### config.mk
export PLATFORM = sky130hd
export DESIGN_NAME = hs_reg_slice_flat
export DESIGN_NICKNAME = d
export VERILOG_FILES = /design/src/rtl/hs_reg_slice_if.sv /design/src/rtl/hs_reg_slice.sv /design/src/flat_wrapper.sv
export SDC_FILE = /design/constraint.sdc
export NUM_CORES = 1
export LEC_CHECK = 0
export BUFFER_PORTS_ARGS = -buffer_cell sky130_fd_sc_hd__buf_2
export CELL_PAD_IN_SITES_DETAIL_PLACEMENT = 1
export CELL_PAD_IN_SITES_GLOBAL_PLACEMENT = 1
export CORE_UTILIZATION = 36
export CTS_BUF_LIST = sky130_fd_sc_hd__clkbuf_4 sky130_fd_sc_hd__clkbuf_8 sky130_fd_sc_hd__clkbuf_16
export CTS_CLUSTER_SIZE = 8
export DETAILED_ROUTE_END_ITERATION = 7
export GPL_ROUTABILITY_DRIVEN = 0
export GPL_TIMING_DRIVEN = 0
export PLACE_DENSITY_LB_ADDON = 0.3
export REMOVE_ABC_BUFFERS = 1
export SLEW_MARGIN = 20
export SYNTH_ARGS = -nofsm -noshare
export SYNTH_HDL_FRONTEND = slang
export SYNTH_SLANG_ARGS = --single-unit
### constraint.sdc
create_clock -name clk -period 1.6 [get_ports clk]
set_input_delay 0.32 -clock clk [delete_from_list [all_inputs] [get_ports clk]]
set_output_delay 0.32 -clock clk [all_outputs]
set_load 0.05 [all_outputs]
### src/rtl/hs_reg_slice_if.sv
// ============================================================================
// Module  : hs_reg_slice_if
// Purpose : Valid/ready stream bundle (upstream side, downstream side, fill level)
// Rev     : 1.0  initial release
// ============================================================================
`default_nettype none

interface hs_reg_slice_if #(
  parameter int DATA_W = 8
);
  logic [DATA_W-1:0] up_data;
  logic              up_valid;
  logic              up_ready;
  logic [DATA_W-1:0] down_data;
  logic              down_valid;
  logic              down_ready;
  logic [1:0]        occupancy;

  // Environment side: sources the upstream stream and sinks the downstream one.
  modport master (
    output up_data, up_valid, down_ready,
    input  up_ready, down_data, down_valid, occupancy
  );

  // Slice side.
  modport slave (
    input  up_data, up_valid, down_ready,
    output up_ready, down_data, down_valid, occupancy
  );
endinterface

`default_nettype wire

### src/rtl/hs_reg_slice.sv
// ============================================================================
// Module  : hs_reg_slice
// Purpose : Valid/ready register slice; MODE picks which paths are registered
// Rev     : 1.0  initial release
// ============================================================================
`default_nettype none

module hs_reg_slice #(
  parameter int DATA_W = 8,
  parameter int MODE   = 3
) (
  input  logic          clk,
  input  logic          rst,
  hs_reg_slice_if.slave slv
);

  generate
    if (MODE < 0 || MODE > 3 || DATA_W < 1) begin : g_bad_mode
      $error("hs_reg_slice: MODE must be 0..3 and DATA_W >= 1");
    end else if (MODE == 0) begin : g_pass
      logic unused_clk_rst;
      assign unused_clk_rst  = clk ^ rst;
      assign slv.down_data   = slv.up_data;
      assign slv.down_valid  = slv.up_valid;
      assign slv.up_ready    = slv.down_ready;
      assign slv.occupancy   = 2'd0;
    end else if (MODE == 1) begin : g_fwd
      logic              full_q, full_d;
      logic [DATA_W-1:0] data_q, data_d;
      logic              rdy;
      logic              push, pop;

      assign rdy  = slv.down_ready | ~full_q;
      assign push = slv.up_valid & rdy;
      assign pop  = full_q & slv.down_ready;

      // Push wins over pop: a simultaneous pair replaces the word in place.
      always_comb begin
        full_d = full_q;
        data_d = data_q;
        if (push) begin
          full_d = 1'b1;
          data_d = slv.up_data;
        end else if (pop) begin
          full_d = 1'b0;
        end
      end

      always_ff @(posedge clk) begin
        if (rst) begin
          full_q <= 1'b0;
          data_q <= '0;
        end else begin
          full_q <= full_d;
          data_q <= data_d;
        end
      end

      assign slv.up_ready   = rdy;
      assign slv.down_valid = full_q;
      assign slv.down_data  = data_q;
      assign slv.occupancy  = {1'b0, full_q};
    end else if (MODE == 2) begin : g_skid
      logic              skid_full_q, skid_full_d;
      logic [DATA_W-1:0] skid_data_q, skid_data_d;

      // up_ready is ~skid_full_q, so an up handshake implies the skid is empty.
      always_comb begin
        skid_full_d = skid_full_q;
        skid_data_d = skid_data_q;
        if (skid_full_q) begin
          if (slv.down_ready) skid_full_d = 1'b0;
        end else if (slv.up_valid && !slv.down_ready) begin
          skid_full_d = 1'b1;
          skid_data_d = slv.up_data;
        end
      end

      always_ff @(posedge clk) begin
        if (rst) begin
          skid_full_q <= 1'b0;
          skid_data_q <= '0;
        end else begin
          skid_full_q <= skid_full_d;
          skid_data_q <= skid_data_d;
        end
      end

      assign slv.up_ready   = ~skid_full_q;
      assign slv.down_valid = slv.up_valid | skid_full_q;
      assign slv.down_data  = skid_full_q ? skid_data_q : slv.up_data;
      assign slv.occupancy  = {1'b0, skid_full_q};
    end else begin : g_full
      logic [DATA_W-1:0] mem_q [2];
      logic              head_q, head_d;
      logic              tail_q, tail_d;
      logic [1:0]        count_q, count_d;
      logic              rdy, vld;
      logic              push, pop;

      assign rdy  = (count_q != 2'd2);
      assign vld  = (count_q != 2'd0);
      assign push = slv.up_valid & rdy;
      assign pop  = vld & slv.down_ready;

      always_comb begin
        head_d  = head_q ^ pop;
        tail_d  = tail_q ^ push;
        count_d = count_q;
        case ({push, pop})
          2'b10:   count_d = count_q + 2'd1;
          2'b01:   count_d = count_q - 2'd1;
          default: count_d = count_q;
        endcase
      end

      always_ff @(posedge clk) begin
        if (rst) begin
          head_q   <= 1'b0;
          tail_q   <= 1'b0;
          count_q  <= 2'd0;
          mem_q[0] <= '0;
          mem_q[1] <= '0;
        end else begin
          head_q  <= head_d;
          tail_q  <= tail_d;
          count_q <= count_d;
          if (push) mem_q[tail_q] <= slv.up_data;
        end
      end

      assign slv.up_ready   = rdy;
      assign slv.down_valid = vld;
      assign slv.down_data  = mem_q[head_q];
      assign slv.occupancy  = count_q;
    end
  endgenerate

endmodule

`default_nettype wire
### src/flat_wrapper.sv
// flat-port wrapper written by rule: the top's interface ports become plain ports
module hs_reg_slice_flat 
#(
  parameter int DATA_W = 8,
  parameter int MODE   = 3
)
  (clk, rst, slv_up_data, slv_up_valid, slv_down_ready, slv_up_ready, slv_down_data, slv_down_valid, slv_occupancy);
  hs_reg_slice_if #(.DATA_W(DATA_W)) slv_i ();
  input  logic clk;
  input  logic rst;
  input wire logic [$bits(slv_i.up_data)-1:0] slv_up_data;
  input wire logic [$bits(slv_i.up_valid)-1:0] slv_up_valid;
  input wire logic [$bits(slv_i.down_ready)-1:0] slv_down_ready;
  output wire logic [$bits(slv_i.up_ready)-1:0] slv_up_ready;
  output wire logic [$bits(slv_i.down_data)-1:0] slv_down_data;
  output wire logic [$bits(slv_i.down_valid)-1:0] slv_down_valid;
  output wire logic [$bits(slv_i.occupancy)-1:0] slv_occupancy;
  assign slv_i.up_data = slv_up_data;
  assign slv_i.up_valid = slv_up_valid;
  assign slv_i.down_ready = slv_down_ready;
  assign slv_up_ready = slv_i.up_ready;
  assign slv_down_data = slv_i.down_data;
  assign slv_down_valid = slv_i.down_valid;
  assign slv_occupancy = slv_i.occupancy;
  hs_reg_slice #(.DATA_W(DATA_W), .MODE(MODE)) u_core (.clk(clk), .rst(rst), .slv(slv_i));
endmodule
==> results.md <==
- Status: completed
- Routed WL: 1720 µm
- GRT Total Usage: 12.7%
- Top FF cell, synth: edfxtp_1
- Worst vdd ir: 944 µV
- Min-Delay Endpoint: u_core.slv.occupancy[1]
- Yosys cell types: 22
- Count of standard-cell rows: 17
- I/O pin cnt: 24
- Buf/Inv on CP: 2
- Worst-Margin Slew: 453 ps
- Num CTS Buffers: 3
- Min-Delay Path Class: in -> reg
- CTS Root Cell: clkbuf_4
- Most frequent cells in the layout: and2_1 (16), edfxtp_1 (16), buf_2 (15), mux2_4 (8), buf_8 (8)
- Max clock buf depth: 2
- Hold Path Stages: 2
- # nets final: 109
- Max Slew Vio Count: 0
- EDFF count, synth: 16
- Placed insts: 115
- Port buffer count: 23
- Total grt overflow: 0
- First DRT Iteration DRCs: 6
- FF+latch count, synth: 20
- Htree depth: 1
- WL per Instance: 14.0 µm
- Critical path capture point type: primary output
- Met3 GRT Util: 2.61%
- Largest area contributor in the netlist: edfxtp_1
- RSZ-0062 raised after global routing: yes
- Sw Share: 41.6%
- Synth warn: 0
- Die area: 2770 µm²
- Drt first pass iters: 3
- Worst-path clk slew: 110 ps
- Fillers: 243
- Final Cycle Share: 99.2%
- Yosys top cell area share: 52.1%
- CP delay by family, top: flip-flops
- Critical path required time: 1280 ps
- CP Cell Sequence: buf_4 > mux2_4 > buf_8
- Non-Filler Instances: 123
- Via count: 600
- Area delta synth->final: 35.5%
- Critical-path maximum fanout: 3
- Post-CTS Hold Fix Bufs: 0
- GR peak layer: met2
- Drt via density: 4.88
- Share of cells above drive strength 1: 48.4%
- First-pass GRT wire length: 2390 µm
- Worst-Skew Late Latency: 300 ps
- Post-synthesis sequential area ratio: 60.8%
- Max incr delay on CP: 370 ps
- Clk_skew: 3.17 ps
- Area of the core: 2320 µm²
- Internal power: 1.31 mW
- Mapped Cells: 66
- Leakage: 0.525 nW
- R2R Setup Slk: 80 ps
- NetSw: 0.938 mW
- Synth area leaders: edfxtp_1 (52%), and2_1 (11%), mux2_2 (9.8%)
- Die X: 52.6 µm
- Synth async-reset ratio: 0%
- Syn_area_per_cell: 14.0 µm²
- Clock power share: 10.9%
- PwrDens: 1800 nW/µm²
- TritonCTS clock tree: yes
- Critical path's slowest cell: dfxtp_4
- Critical path arrival: 1270 ps
- Highest clock rate: 0.630 GHz
- Starting Density: 39.8%
- Dpl cell area: 1060 µm²
- Antenna cells: 0
- Final min period: 1590 ps
- Largest net degree at the start of global routing: 12
- CP startpoint kind: flop
- Syn Std Cell Area: 922 µm²
- Initial antenna violation count: 0
- Post-DRT Antenna Nets: 0
- # setup viols final: 0
- Residual DRC: 0
- Post-layout total power: 2.25 mW
- Max Cap Viol: 0
- Hold WS: 243 ps
- Sequential Power Share: 33.8%
- Number of global-route vias before repair: 509
- Post-route cell area: 1250 µm²
- Clock sink total: 20
- Gate power share: 55.3%
- Reg-to-reg endpoint: u_core.slv.occupancy[1]
- Kind of critical path: reg -> out
- Met1 Use GR: 16.9%
- R2r worst-path depth: 5
- Final Hold Fails: 0
- Max-slew headroom: 69.8%
- Met2 usage: 18.6%
- Die H: 52.6 µm
- Critical R2R Launch: u_core.slv.occupancy[0]
- Hold path start: rst
[flip-flops by register name, indices dropped and copies added (netlist names)]
name,cells
u_core.g_full.head_q,1
u_core.slv.occupancy,2
u_core.g_full.mem_q,16
u_core.g_full.tail_q,1
[power by group through the flow]
stage	sequential (mW)	clock [mW]	combinational, mW
floorplan	0.832	0	0.648
global placement	0.768	0	0.890
detailed placement	0.772	0	0.900
CTS	0.770	0.249	0.997
global route	0.773	0.279	1.30
finish	0.760	0.246	1.25
[stage by stage]
| step | worst slack, ps | util, % | setup TNS (ps) |
|---|---|---|---|
| floorplan | -688 | - | -14310 |
| global placement | -41.2 | 45.5 | -41.2 |
| detailed placement | -84.9 | 45.5 | -84.9 |
| CTS | -11.2 | 48.8 | -11.2 |
| global route | -32.2 | 53.9 | -184 |
| finish | 12.4 | 53.9 | 0 |
[layout make-up]
| type | count | area [µm²] | area share [%] |
|---|---|---|---|
| multi-input cells | 44 | 387 | 30.9 |
| clock inverters | 1 | 3.75 | 0.300 |
| well taps | 28 | 35.0 | 2.80 |
| repair buffers | 27 | 233 | 18.6 |
| flip-flops and latches | 20 | 569 | 45.5 |
| clock buffers | 3 | 22.5 | 1.80 |
[per-layer routing]
metal	wire, µm	vias to the layer above
met3	33	2
met2	924	11
li1	-	293
met4	16	0
met5	0	-
met1	744	294
[synth_stat cells (2+ instances only)]
| library cell | instances |
|---|---|
| mux2_2 | 8 |
| edfxtp_1 | 16 |
| xnor2_1 | 2 |
| nand2b_1 | 2 |
| nor2_1 | 2 |
| and2_1 | 16 |
| a21oi_1 | 2 |
| dfxtp_1 | 4 |
[cells by family (layout without fill, tap and decap cells)]
family / count (synthesis) / count (layout) / synth area share [%]
buffers and inverters: 2 / 31 / 1.76
AOI/OAI and AO/OA: 6 / 6 / 4.61
and+or+nand+nor: 26 / 26 / 18.9
xor gates and xnor gates: 3 / 3 / 2.85
muxes: 8 / 8 / 9.77
adders and majority gates: 1 / 1 / 1.36
DFF: 20 / 20 / 60.8
[worst max-delay path by stage]
stage          depth (start not counted)                       to                     from  slack [ps]
2_1_floorplan                          5  u_core.slv.occupancy[1]  u_core.slv.occupancy[0]        -690
3_3_place_gp                           5  u_core.slv.occupancy[1]  u_core.slv.occupancy[0]         -40
3_5_place_dp                           5  u_core.slv.occupancy[1]  u_core.slv.occupancy[0]         -80
4_1_cts                                2         slv_down_data[0]     u_core.g_full.head_q         -10
5_1_grt                                3         slv_down_data[6]     u_core.g_full.head_q         -30
6_report                               3         slv_down_data[0]     u_core.g_full.head_q          10
[timing repair]
item | CTS | global route
gates resized for setup | 16 | 28
buffers inserted | 1 | 3
setup endpoints to repair | 10 | 9
Note: power is estimated with default switching activity, not from simulation.
